==> src/rtl/gray_packer_pkg.sv <==
// Shared types and constants for the grayscale word packer.
// Holds the lane-placement helper used by the packing logic.
package gray_packer_pkg;

  localparam int PIX_W  = 8;
  localparam int WORD_W = 32;
  localparam int LANES  = 4;
  localparam int LANE_W = 2;

  typedef logic [PIX_W-1:0]  pix_t;
  typedef logic [WORD_W-1:0] word_t;
  typedef logic [LANE_W-1:0] lane_t;

  // Returns w with pixel p written into the byte slot that belongs to lane.
  // Big-endian mode mirrors the slot order (lane 0 lands in the top byte).
  function automatic word_t place_pix(word_t w, lane_t lane, pix_t p, bit big_endian);
    lane_t slot;
    word_t r;
    slot = big_endian ? ~lane : lane;
    r = w;
    r[slot*PIX_W +: PIX_W] = p;
    return r;
  endfunction

endpackage

==> src/rtl/gray_word_fifo.sv <==
// Single-clock show-ahead FIFO for packed words; the head is visible on dout
// whenever empty is low. Pushes into a full FIFO are ignored unless a pop frees a slot.
module gray_word_fifo
  import gray_packer_pkg::*;
#(
  parameter int DEPTH = 8,
  parameter int AW    = $clog2(DEPTH)
) (
  input  logic        clk,
  input  logic        rst_n,
  input  logic        push,
  input  word_t       din,
  output logic        full,
  input  logic        pop,
  output word_t       dout,
  output logic        empty,
  output logic [AW:0] level
);

  // One extra pointer bit distinguishes full from empty without a separate counter.
  logic [AW:0] wr_ptr;
  logic [AW:0] rd_ptr;
  word_t       mem [DEPTH];
  logic        do_push;
  logic        do_pop;

  assign level   = wr_ptr - rd_ptr;
  assign empty   = (level == '0);
  assign full    = (level == (AW+1)'(DEPTH));
  assign do_pop  = pop && !empty;
  assign do_push = push && (!full || do_pop);

  always_ff @(posedge clk or negedge rst_n) begin
    if (!rst_n) begin
      wr_ptr <= '0;
      rd_ptr <= '0;
    end else begin
      // NOTE: non-blocking assignments keep every register update tied to the same edge.
      if (do_push) wr_ptr <= wr_ptr + 1'b1;
      if (do_pop)  rd_ptr <= rd_ptr + 1'b1;
    end
  end

  // NOTE: storage is deliberately not reset; the pointers define which entries are live.
  always_ff @(posedge clk) begin
    if (do_push) mem[wr_ptr[AW-1:0]] <= din;
  end

  // Gating the head with empty makes the output read zero after reset.
  assign dout = empty ? '0 : mem[rd_ptr[AW-1:0]];

endmodule

==> src/rtl/gray_word_packer.sv <==
// Packs the 8-bit grayscale pixel stream four at a time into 32-bit words and queues them.
// Define GRAY_PACKER_BIG_ENDIAN_EN to put lane 0 in bits [31:24] instead of [7:0].
module gray_word_packer
  import gray_packer_pkg::*;
#(
  parameter int FIFO_DEPTH = 8,
  parameter int FIFO_AW    = $clog2(FIFO_DEPTH)
) (
  input  logic               clock,
  input  logic               nReset,
  input  logic               frameStart,
  input  logic               grayValid,
  input  logic [7:0]         grayData,
  input  logic               wordReady,
  output logic               wordValid,
  output logic [31:0]        wordData,
  output logic [FIFO_AW:0]   fifoLevel,
  output logic               overflow
);

`ifdef GRAY_PACKER_BIG_ENDIAN_EN
  localparam bit BIG_ENDIAN = 1'b1;
`else
  localparam bit BIG_ENDIAN = 1'b0;
`endif

  lane_t lane;
  word_t partial;
  word_t push_word;
  logic  push_req;
  logic  fifo_full;
  logic  fifo_empty;

  // The completed word is assembled combinationally so the fourth pixel pushes on its own edge.
  assign push_word = place_pix(partial, lane, grayData, BIG_ENDIAN);
  assign push_req  = grayValid && !frameStart && (lane == lane_t'(LANES-1));

  always_ff @(posedge clock or negedge nReset) begin
    if (!nReset) begin
      lane    <= '0;
      partial <= '0;
    end else if (frameStart) begin
      // A frame start restarts packing; a coincident pixel becomes lane 0 of the new frame.
      lane    <= grayValid ? lane_t'(1) : '0;
      partial <= grayValid ? place_pix('0, '0, grayData, BIG_ENDIAN) : '0;
    end else if (grayValid) begin
      lane    <= lane + 1'b1;
      partial <= push_word;
    end
  end

  // A full FIFO can only accept a word when the consumer pops in the same cycle.
  always_ff @(posedge clock or negedge nReset) begin
    if (!nReset) begin
      overflow <= 1'b0;
    end else if (frameStart) begin
      overflow <= 1'b0;
    end else if (push_req && fifo_full && !wordReady) begin
      overflow <= 1'b1;
    end
  end

  gray_word_fifo #(
    .DEPTH (FIFO_DEPTH),
    .AW    (FIFO_AW)
  ) u_fifo (
    .clk   (clock),
    .rst_n (nReset),
    .push  (push_req),
    .din   (push_word),
    .full  (fifo_full),
    .pop   (wordReady),
    .dout  (wordData),
    .empty (fifo_empty),
    .level (fifoLevel)
  );

  assign wordValid = !fifo_empty;

endmodule

==> config.mk <==
export PLATFORM = sky130hd
export DESIGN_NAME = gray_word_packer
export DESIGN_NICKNAME = d
export VERILOG_FILES = /design/src/rtl/gray_packer_pkg.sv /design/src/rtl/gray_word_fifo.sv /design/src/rtl/gray_word_packer.sv
export SDC_FILE = /design/constraint.sdc
export NUM_CORES = 1
export LEC_CHECK = 0
export BUFFER_PORTS_ARGS = -buffer_cell sky130_fd_sc_hd__buf_4
export CAP_MARGIN = 15
export CORE_MARGIN = 2
export CORE_UTILIZATION = 35
export CTS_CLUSTER_DIAMETER = 30
export DETAILED_ROUTE_END_ITERATION = 6
export PLACE_DENSITY = 0.53
export RECOVER_POWER = 50
export SYNTH_ARGS = -nofsm -noshare
export SYNTH_HDL_FRONTEND = slang
export SYNTH_SLANG_ARGS = --single-unit
==> constraint.sdc <==
create_clock -name clock -period 10.5 [get_ports clock]
set_input_delay 0 -clock clock [delete_from_list [all_inputs] [get_ports clock]]
set_output_delay 0 -clock clock [all_outputs]
set_load 0.02 [all_outputs]
==> results of run 1 <==
## state kept, by name (all words and copies together) (netlist names)
name,count
u_fifo.mem,256
u_fifo.wr_ptr,4
u_fifo.rd_ptr,4
overflow,1
partial,32
lane,2
## kinds of logic after synthesis
group           count (synthesis)  synth area share, %
buf+inv                        88                 3.23
fa+ha+maj                      11                 1.19
mux                            67                 12.0
compound gates                108                 5.43
xor+xnor                        9                0.644
flops                         299                 71.6
simple gates                  161                 5.88
## Yosys cell counts (all sizes together) (2+ instances only)
cell type / count
buf: 26
a21oi: 37
nand2: 104
nor2: 30
nor2b: 2
clkbuf: 20
ha: 10
nand2b: 2
xnor2: 7
inv: 41
nor4b: 2
nor3: 6
mux2: 2
nand4: 2
a22o: 8
xor2: 2
o21ai: 34
a22oi: 24
mux4: 64
nor4: 5
dfrtp: 43
edfxtp: 256
## cells in the final DEF, fill, tap and decap left out, types with 2 or more instances in the layout
cell,count
nor4_2,4
nand2b_1,2
mux4_2,64
clkinv_4,7
a21oi_1,35
nor4b_2,2
o21ai_0,33
clkinv_8,3
inv_1,40
nand4_1,2
nor2_1,29
clkinv_2,11
clkbuf_8,3
xor2_1,2
inv_6,2
clkbuf_16,71
a22o_1,8
clkinvlp_4,5
nor2b_1,2
a22oi_1,24
edfxtp_1,256
ha_1,10
inv_16,2
clkbuf_1,10
nor3_1,5
dlygate4sd3_1,12
xnor2_1,7
buf_4,64
bufinv_16,7
clkinv_1,12
nand2_1,104
dfrtp_1,42
## critical path, cell delays in order (launching register included)
cell and delay [ns]:
dfrtp_1 1.50, ha_1 0.35, inv_1 0.06, fa_1 0.37, xor2_1 0.17, or3_1 0.40
nor3b_4 0.18, buf_4 0.42, a21oi_1 0.13, buf_4 0.19
## what timing repair did
item	in CTS	in global routing
hold buffers	12	0
setup buffers	0	0
hold endpoints to repair	83	0
## metal layers
layer | vias up | GRT usage (%) | wire [µm]
met4 | 0 | 6.11 | 642
met5 | - | 0 | 0
met1 | 3541 | 22.9 | 13500
li1 | 3068 | - | -
met3 | 57 | 2.99 | 1090
met2 | 167 | 24.5 | 13200
## power by group through the flow
stage	Clock, µW	Sequential (µW)	Combinational [µW]
2_1_floorplan	0	1360	885
3_3_place_gp	0	1410	1270
3_5_place_dp	0	1410	1270
4_1_cts	2140	1390	1280
5_1_grt	2210	1390	1330
6_report	2110	1380	1230
## metrics by stage
step	total power [µW]	util, %
finish	4720	45.2
global route	4930	45.2
CTS	4810	45.3
detailed placement	2680	38.1
global placement	2680	38.1
floorplan	2240	-
## cell type report
cell class | instances | area [µm²]
multi-input cells | 356 | 3110
repair buffers | 80 | 616
inverters | 42 | 158
flip-flops and latches | 299 | 8760
well taps | 455 | 569
clock buffers | 80 | 1840
clock inverters | 48 | 512
fillers | 3061 | 18900
## path summary, 6_finish.rpt
| check | slack [ns] | to | startpoint | cells past startpoint |
|---|---|---|---|---|
| worst max-delay path | 6.14 | wordData[26] | u_fifo.rd_ptr[0] | 9 |
| min in group asynchronous | 0.79 | overflow | nReset | 2 |
| max in group asynchronous | 8.04 | u_fifo.rd_ptr[1] | nReset | 2 |
| worst max register to register | 6.52 | u_fifo.mem[0][22] | u_fifo.rd_ptr[0] | 9 |
| worst min register to register | 0.50 | partial[5] | partial[5] | 1 |
| worst min-delay path | 0.29 | lane[0] | grayValid | 3 |
==> flow_metrics.py, run 1 <==
metrics = {
    "yosys": {
        "async_flop_share_pct": 14.4,
        "synth_top_cells_by_area": "edfxtp_1 63%, mux4_2 12%, dfrtp_1 8.8%, nand2_1 3.2%, a21oi_1 1.5%",
        "yosysTopAreaCell": "edfxtp_1",
        "synth_top_area_share_pct": 62.8,
        "syn_area_um2": 12200,
        "ys.flop_type": "edfxtp_1",
        "synth_seq_cells": 299,
        "syn_inst": 743,
        "synth_cell_types": 51,
        "yosysSeqAreaShare_pct": 71.6,
        "synth_edf_count": 256,
        "ys_warn_count": 0,
        "synth.avg_cell_area_um2": 16.5,
        "syn_nets": 767,
    },
    "power": {
        "p_int_uw": 3280,
        "vdd.ir_drop.worst_v": 0.000191,
        "swShare_pct": 30.6,
        "power_density_nw_per_um2": 304,
        "p_clk_share_pct": 44.7,
        "p_switching_uw": 1450,
        "power.leakage_uw": 0.00545,
        "pwr-share-seq_pct": 29.3,
        "power_frac_comb_pct": 26.0,
    },
    "final_layout": {
        "fin_nets": 872,
        "syn2layout_area_growth_pct": 27.2,
        "fin_cells": 1360,
        "num_antenna_cells": 0,
        "fin_area_um2": 15600,
        "drive_gt1_share_pct": 28.1,
    },
    "grt": {
        "antenna_found_initial": 0,
        "overflow": 0,
        "grt_max_degree": 60,
        "grtUsageTotal_pct": 16.1,
        "grt_pass1_wl_um": 43400,
        "grt_pass1_vias": 7230,
    },
    "routing": {
        "num_vias": 6833,
        "drc_errors": 0,
        "viasPerCell": 5.02,
        "drt-initial-drc-count": 552,
        "first_pass_iters": 4,
        "avgRoutedWirePerCell_um": 20.9,
        "finalWirelength_um": 28400,
        "final_antenna_net_count": 0,
    },
    "timing": {
        "finalHoldViolations": 0,
        "fin_crit_ns": 4.36,
        "setup_viol": 0,
        "period_share_pct": 41.5,
        "fin_ws_ns": 6.14,
        "rsz0062_at_grt": "false",
        "timing.fmax_mhz": 230,
        "fin_skew_ns": 0.0172,
        "slew_headroom_pct": -71.7,
        "worst_slew_pin_slew_ns": 2.58,
        "hold-worst-slack_ns": 0.293,
        "tns_ns": 0,
        "final_max_slew_viol_count": 73,
    },
    "placed_design": {
        "dp_hpwl_um": 15700,
        "gp_congestion": 0.728,
        "place_area_um2": 13100,
        "dp_slack_ns": 7.26,
        "numPortBuffers": 50,
        "placed_cells_incl_taps": 1220,
    },
    "clocking": {
        "clock-sinks": 299,
        "cts-root-buf": "clkbuf_16",
        "clock_latency_ns": 0.56,
        "cts.htree.levels": 3,
        "clockBufferDepth": 3,
        "cts_tree": "done",
        "cts_buffers": 69,
        "cts.clk_slew.worst_paths_ns": 0.04,
        "cts_resized": 0,
    },
    "floorplanning": {
        "rows": 68,
        "io_pins": 51,
        "die_w_um": 191,
        "dieArea_um2": 36500,
        "dieHeight_um": 191,
        "start_util_pct": 35.5,
        "core_area_um2": 34500,
    },
    "min_path": {
        "min_path_type": "primary input to flop",
    },
    "setup_path": {
        "crit_required_ns": 10.50,
        "crit_fanout": 34,
        "crit_path_end_kind": "output pin",
        "worstSetupPathType": "flop to output pin",
        "cp.arrival_ns": 4.36,
        "worstSetupStartpointType": "flop",
    },
    "run_status": {
        "status": "finished, violations left",
        "violations": "max-capacitance violations, max-slew violations",
    },
    "run": {
        "maxCapViolCount": 2,
    },
}
(Power assumes the default switching activity.)
==> run 2: changes to the inputs <==
==> constraint.sdc (replaced) <==
create_clock -name clock -period 4.4 [get_ports clock]
set_input_delay 0 -clock clock [delete_from_list [all_inputs] [get_ports clock]]
set_output_delay 0 -clock clock [all_outputs]
set_load 0.02 [all_outputs]
==> run 2 against run 1 <==
The flow still finishes with violations (max-capacitance violations, max-slew violations). Critical path depth stayed put. Clock power is 120% higher. Flip-flop and latch count stayed put. Total power up 130%. Sequential power grew 130%. First-iteration DRC count rose by 0.91%. Die area is the same. Global-route usage up 0.73 points. Final cell count about the same. Count of clock-buffer cells in the layout decreased by 16.
==> flow_metrics.py, run 2 (synthesized netlist as in run 1, its figures left out) <==
metrics = {
    "power": {
        "vdd.ir_drop.worst_v": 0.000381,
        "p_switching_uw": 3430,
        "power_frac_comb_pct": 28.4,
        "p_int_uw": 7610,
        "swShare_pct": 31.1,
        "p_clk_share_pct": 42.4,
        "fin_total_pwr_uw": 11000,
        "power.leakage_uw": 0.00535,
        "power_density_nw_per_um2": 716,
        "pwr-share-seq_pct": 29.2,
    },
    "clocking": {
        "cts-root-buf": "clkbuf_16",
        "cts.htree.levels": 2,
        "cts_resized": 0,
        "cts_buffers": 59,
        "cts.clk_slew.worst_paths_ns": 0.05,
        "clockBufferDepth": 3,
        "clock_latency_ns": 0.56,
        "cts_tree": "done",
        "clock-sinks": 299,
    },
    "setup_path": {
        "timing.rr.start": "u_fifo.wr_ptr[0]",
        "cp_cell_sequence": "inv_1 -> ha_1 -> inv_1 -> fa_1 -> or3_1 -> nor3b_4 -> buf_4 -> a21oi_1 -> buf_4",
        "crit_fanout": 34,
        "crit_path_start": "u_fifo.wr_ptr[0]",
        "worstSetupStartpointType": "flop",
        "slowest_delay_ns": 0.62,
        "worstSetupPathType": "flop to output pin",
        "crit_path_end_kind": "output pin",
        "cp.arrival_ns": 3.64,
        "crit_family": "buffers and inverters",
        "crit_required_ns": 4.40,
        "crit_buf_inv": 4,
        "slowest_stage": "dfrtp_1",
    },
    "timing": {
        "rsz0062_at_grt": "false",
        "worst_slew_pin_slew_ns": 2.45,
        "final_max_slew_viol_count": 44,
        "fin_skew_ns": 0.0174,
        "fin_crit_ns": 3.64,
        "period_share_pct": 82.6,
        "timing.fmax_mhz": 275,
        "slew_headroom_pct": -63.3,
        "setup_viol": 0,
        "finalHoldViolations": 0,
    },
    "run": {
        "maxCapViolCount": 1,
    },
    "grt": {
        "grt_max_degree": 68,
        "grtUsageTotal_pct": 16.8,
        "grt_pass1_wl_um": 45100,
        "overflow": 0,
        "grt_pass1_vias": 7093,
        "antenna_found_initial": 0,
    },
    "final_layout": {
        "fillers": 3033,
        "syn2layout_area_growth_pct": 25.9,
        "final_cell_mix": "256 x edfxtp_1, 104 x nand2_1, 64 x mux4_2, 60 x clkbuf_16, 60 x buf_4",
        "num_antenna_cells": 0,
        "final_common_cell": "edfxtp_1",
        "fin_nets": 877,
        "drive_gt1_share_pct": 27.0,
        "fin_cells": 1359,
        "largest_reg_flops": 256,
    },
    "run_status": {
        "violations": "max-capacitance violations, max-slew violations",
        "status": "finished, violations left",
    },
    "routing": {
        "final_antenna_net_count": 0,
        "viasPerCell": 5.06,
        "num_vias": 6871,
        "avgRoutedWirePerCell_um": 21.9,
        "finalWirelength_um": 29700,
        "drt-initial-drc-count": 557,
        "drc_errors": 0,
        "first_pass_iters": 4,
    },
    "placed_design": {
        "gp_congestion": 0.757,
        "dp_hpwl_um": 17200,
        "numPortBuffers": 50,
        "placed_cells_incl_taps": 1225,
    },
    "min_path": {
        "min-delay-start": "grayValid",
        "min_path_type": "primary input to flop",
    },
    "floorplanning": {
        "die_w_um": 191,
        "io_pins": 51,
        "rows": 68,
        "start_util_pct": 35.5,
        "dieHeight_um": 191,
        "dieArea_um2": 36500,
        "core_area_um2": 34500,
    },
}
==> run 2: cell count changes in the layout (fill, tap and decap cells not counted), sizes merged <==
cell and change:
clkbuf +2, clkinv -9, inv +1, buf -4, bufinv +5, clkinvlp +3
dlygate4sd3 +1
==> run 2: layout make-up <==
class / count / area (µm²) / share of cell area [%]
Clock inverter: 48 / 607 / 3.94
Timing Repair Buffer: 95 / 667 / 4.33
Inverter: 42 / 158 / 1.02
Sequential cell: 299 / 8770 / 56.9
Clock buffer: 64 / 1520 / 9.84
Multi-Input combinational cell: 356 / 3130 / 20.3
Tap cell: 455 / 569 / 3.69
==> run 2: layer usage <==
layer | up-vias | part of all wire, % | track usage, %
met5 | - | 0 | 0
met4 | 0 | 1.7 | 4.74
met3 | 34 | 5.1 | 3.51
met2 | 189 | 44 | 24.3
met1 | 3581 | 49 | 25.5
li1 | 3067 | - | -
==> run 2: metrics by stage <==
| stage | utilization [%] | worst slack, ns | hold WS [ns] | cell area, µm² | setup TNS [ns] |
|---|---|---|---|---|---|
| 3_3_place_gp | 38.2 | 1.25 | 0.0421 | 13200 | 0 |
| 5_1_grt | 44.7 | 0.626 | 0.296 | 15400 | 0 |
| 4_1_cts | 44.9 | 0.812 | 0.259 | 15500 | 0 |
| 6_report | 44.7 | 0.764 | 0.274 | 15400 | 0 |
| 3_5_place_dp | 38.3 | 1.14 | 0.0419 | 13200 | 0 |
| 2_1_floorplan | - | -1.30 | -0.296 | 12300 | -179.23 |
==> run 2: power groups by stage <==
stage | Clock (µW) | Combinational (µW) | Sequential [µW]
after detailed placement | 0 | 3220 | 3270
after global routing | 4900 | 3400 | 3220
after floorplan | 0 | 2110 | 3240
after global placement | 0 | 3250 | 3270
final | 4680 | 3130 | 3220
after CTS | 4740 | 3260 | 3220
==> run 2: timing repair <==
item | in CTS | in global routing
hold buffers | 14 | 0
endpoints found under the hold margin | 83 | 0
setup buffers | 0 | 0
==> run 2: final timing paths <==
path / to / slack (ns) / cells past startpoint
max reg2reg: u_fifo.mem[5][27] / 1.15 / 10
max: wordData[18] / 0.76 / 9
min: lane[0] / 0.27 / 3
max in group asynchronous: u_fifo.rd_ptr[0] / 1.30 / 4
min in group asynchronous: partial[9] / 1.37 / 4
min reg2reg: partial[1] / 0.50 / 1
==> run 2: tightest hold or removal path, stage by stage <==
cell	delay [ns]
dlygate4sd3_1	0.52
buf_4	0.18
xnor2_1	0.09
==> run 3: changes to the inputs <==
==> constraint.sdc (replaced) <==
create_clock -name clock -period 3.6 [get_ports clock]
set_input_delay 0 -clock clock [delete_from_list [all_inputs] [get_ports clock]]
set_output_delay 0 -clock clock [all_outputs]
set_load 0.02 [all_outputs]
==> run 3 against run 2 <==
The flow still finishes with violations (max-capacitance violations, max-slew violations). Worst hold slack better by 0.052 ns. Setup slack worse by 0.49 ns. Final cell count down 0.74%. Flip-flop and latch count unchanged. Die area unchanged. Clock skew up 0.0099 ns. Sequential power up 21%. Global-route usage down 1.1 points. Via count down 1.5%. Register-to-register slack worse by 0.88 ns. Non-clock buffer count down 2. Highest routed layer unchanged.
==> flow_metrics.py, run 3 (synthesized netlist as in run 1, its figures left out) <==
metrics = {
    "placed_design": {
        "dp_slack_ns": 0.162,
        "placed_cells_incl_taps": 1227,
        "gp_congestion": 0.732,
        "dp_hpwl_um": 16400,
        "numPortBuffers": 50,
    },
    "clocking": {
        "cts-root-buf": "clkbuf_16",
        "cts_buffers": 55,
        "cts_resized": 0,
        "clockBufferDepth": 3,
        "cts_tree": "done",
        "cts.clk_slew.worst_paths_ns": 0.05,
        "clock-sinks": 299,
        "cts.htree.levels": 2,
        "clock_latency_ns": 0.56,
    },
    "setup_path": {
        "slowest_stage": "nor4_4",
        "worstSetupStartpointType": "flop",
        "crit_family": "simple AND/OR/NAND/NOR gates",
        "crit_path_end_kind": "flop",
        "worst-path-stages": 10,
        "crit_buf_inv": 3,
        "crit_required_ns": 3.80,
        "crit_fanout": 19,
        "slowest_delay_ns": 0.76,
        "cp.arrival_ns": 3.53,
        "worstSetupPathType": "flop to flop",
        "cp_cell_sequence": "inv_2 -> ha_1 -> inv_1 -> fa_1 -> xor2_4 -> nor3_1 -> nand2b_1 -> o21ai_4 -> nor4_4 -> buf_4",
        "rr_worst_depth": 10,
    },
    "floorplanning": {
        "rows": 68,
        "die_w_um": 191,
        "core_area_um2": 34500,
        "dieHeight_um": 191,
        "io_pins": 51,
        "dieArea_um2": 36500,
        "start_util_pct": 35.5,
    },
    "routing": {
        "finalWirelength_um": 27700,
        "num_vias": 6765,
        "avgRoutedWirePerCell_um": 20.6,
        "first_pass_iters": 5,
        "final_antenna_net_count": 0,
        "drc_errors": 0,
        "viasPerCell": 5.01,
        "drt-initial-drc-count": 505,
    },
    "min_path": {
        "holdPathStages": 4,
        "min_path_type": "primary input to flop",
    },
    "timing": {
        "slew_headroom_pct": -72.5,
        "final_max_slew_viol_count": 44,
        "tns_ns": 0,
        "rsz0062_at_grt": "false",
        "fin_crit_ns": 3.33,
        "fin_skew_ns": 0.0273,
        "finalHoldViolations": 0,
        "period_share_pct": 92.5,
        "setup_viol": 0,
        "timing.fmax_mhz": 300,
        "worst_slew_pin_slew_ns": 2.59,
        "fin_ws_ns": 0.269,
    },
    "final_layout": {
        "drive_gt1_share_pct": 29.0,
        "largest_reg_flops": 256,
        "num_antenna_cells": 0,
        "syn2layout_area_growth_pct": 25.2,
        "final_cell_mix": "256 x edfxtp_1, 103 x nand2_1, 70 x buf_4, 64 x mux4_2, 57 x clkbuf_16",
        "fin_nets": 871,
        "final_common_cell": "edfxtp_1",
        "fin_cells": 1349,
    },
    "power": {
        "power_density_nw_per_um2": 842,
        "vdd.ir_drop.worst_v": 0.000384,
        "power.leakage_uw": 0.00529,
    },
    "run_status": {
        "violations": "max-capacitance violations, max-slew violations",
        "status": "finished, violations left",
    },
    "grt": {
        "grt_max_degree": 44,
        "grt_pass1_wl_um": 42900,
        "grtUsageTotal_pct": 15.7,
        "antenna_found_initial": 0,
        "overflow": 0,
        "grt_pass1_vias": 7008,
    },
    "run": {
        "maxCapViolCount": 1,
    },
}
## run 3: worst paths after layout
kind / from / to / slack (ns)
max: u_fifo.wr_ptr[0] / u_fifo.mem[0][15] / 0.27
min: wordReady / u_fifo.rd_ptr[0] / 0.33
max reg2reg: u_fifo.wr_ptr[0] / u_fifo.mem[0][15] / 0.27
min reg2reg: partial[6] / partial[6] / 0.50
max in group asynchronous: nReset / u_fifo.rd_ptr[0] / 1.00
min in group asynchronous: nReset / u_fifo.wr_ptr[0] / 0.79
## run 3: final cells by class
cell class	instances	area (µm²)
Clock buffer	60	1440
Clock inverter	44	453
Fill cell	2999	19100
Inverter	42	158
Multi-Input combinational cell	356	3200
Sequential cell	299	8770
Tap cell	455	569
Timing Repair Buffer	93	742
## run 3: through the flow
step	power, µW	utilization [%]	cell area, µm²	hold WS (ns)
after floorplan	6630	-	12400	-0.296
after global placement	8000	38.6	13300	0.0535
after detailed placement	7980	38.6	13300	0.0525
after CTS	13100	44.5	15300	0.0119
after global routing	13500	44.5	15300	0.319
final	12900	44.5	15300	0.326
## run 3: power breakdown
group | switching [µW] | internal, µW
Sequential | 41.5 | 3850
Clock | 1860 | 3260
Combinational | 2310 | 1590
Total | 4210 | 8700
## run 3: metal layers
metal / part of all wire [%] / up-vias / global-route usage [%]
met5: 0 / - / 0
met4: 1.7 / 0 / 4.32
met3: 4.8 / 42 / 2.96
met2: 47 / 169 / 24.7
met1: 46 / 3497 / 22.4
li1: - / 3057 / -
## run 3: worst min-delay path, delay by kind of cell
family                 cells  cell delay [ns]
buffers and inverters      2             0.68
AO/OA/AOI/OAI              1             0.07
XOR/XNOR                   1             0.08
## run 3: timing repair
item,4_1_cts,5_1_grt
buffers inserted,0,4
hold endpoints to repair,84,0
hold buffers,13,0
endpoints found under the setup margin,0,8
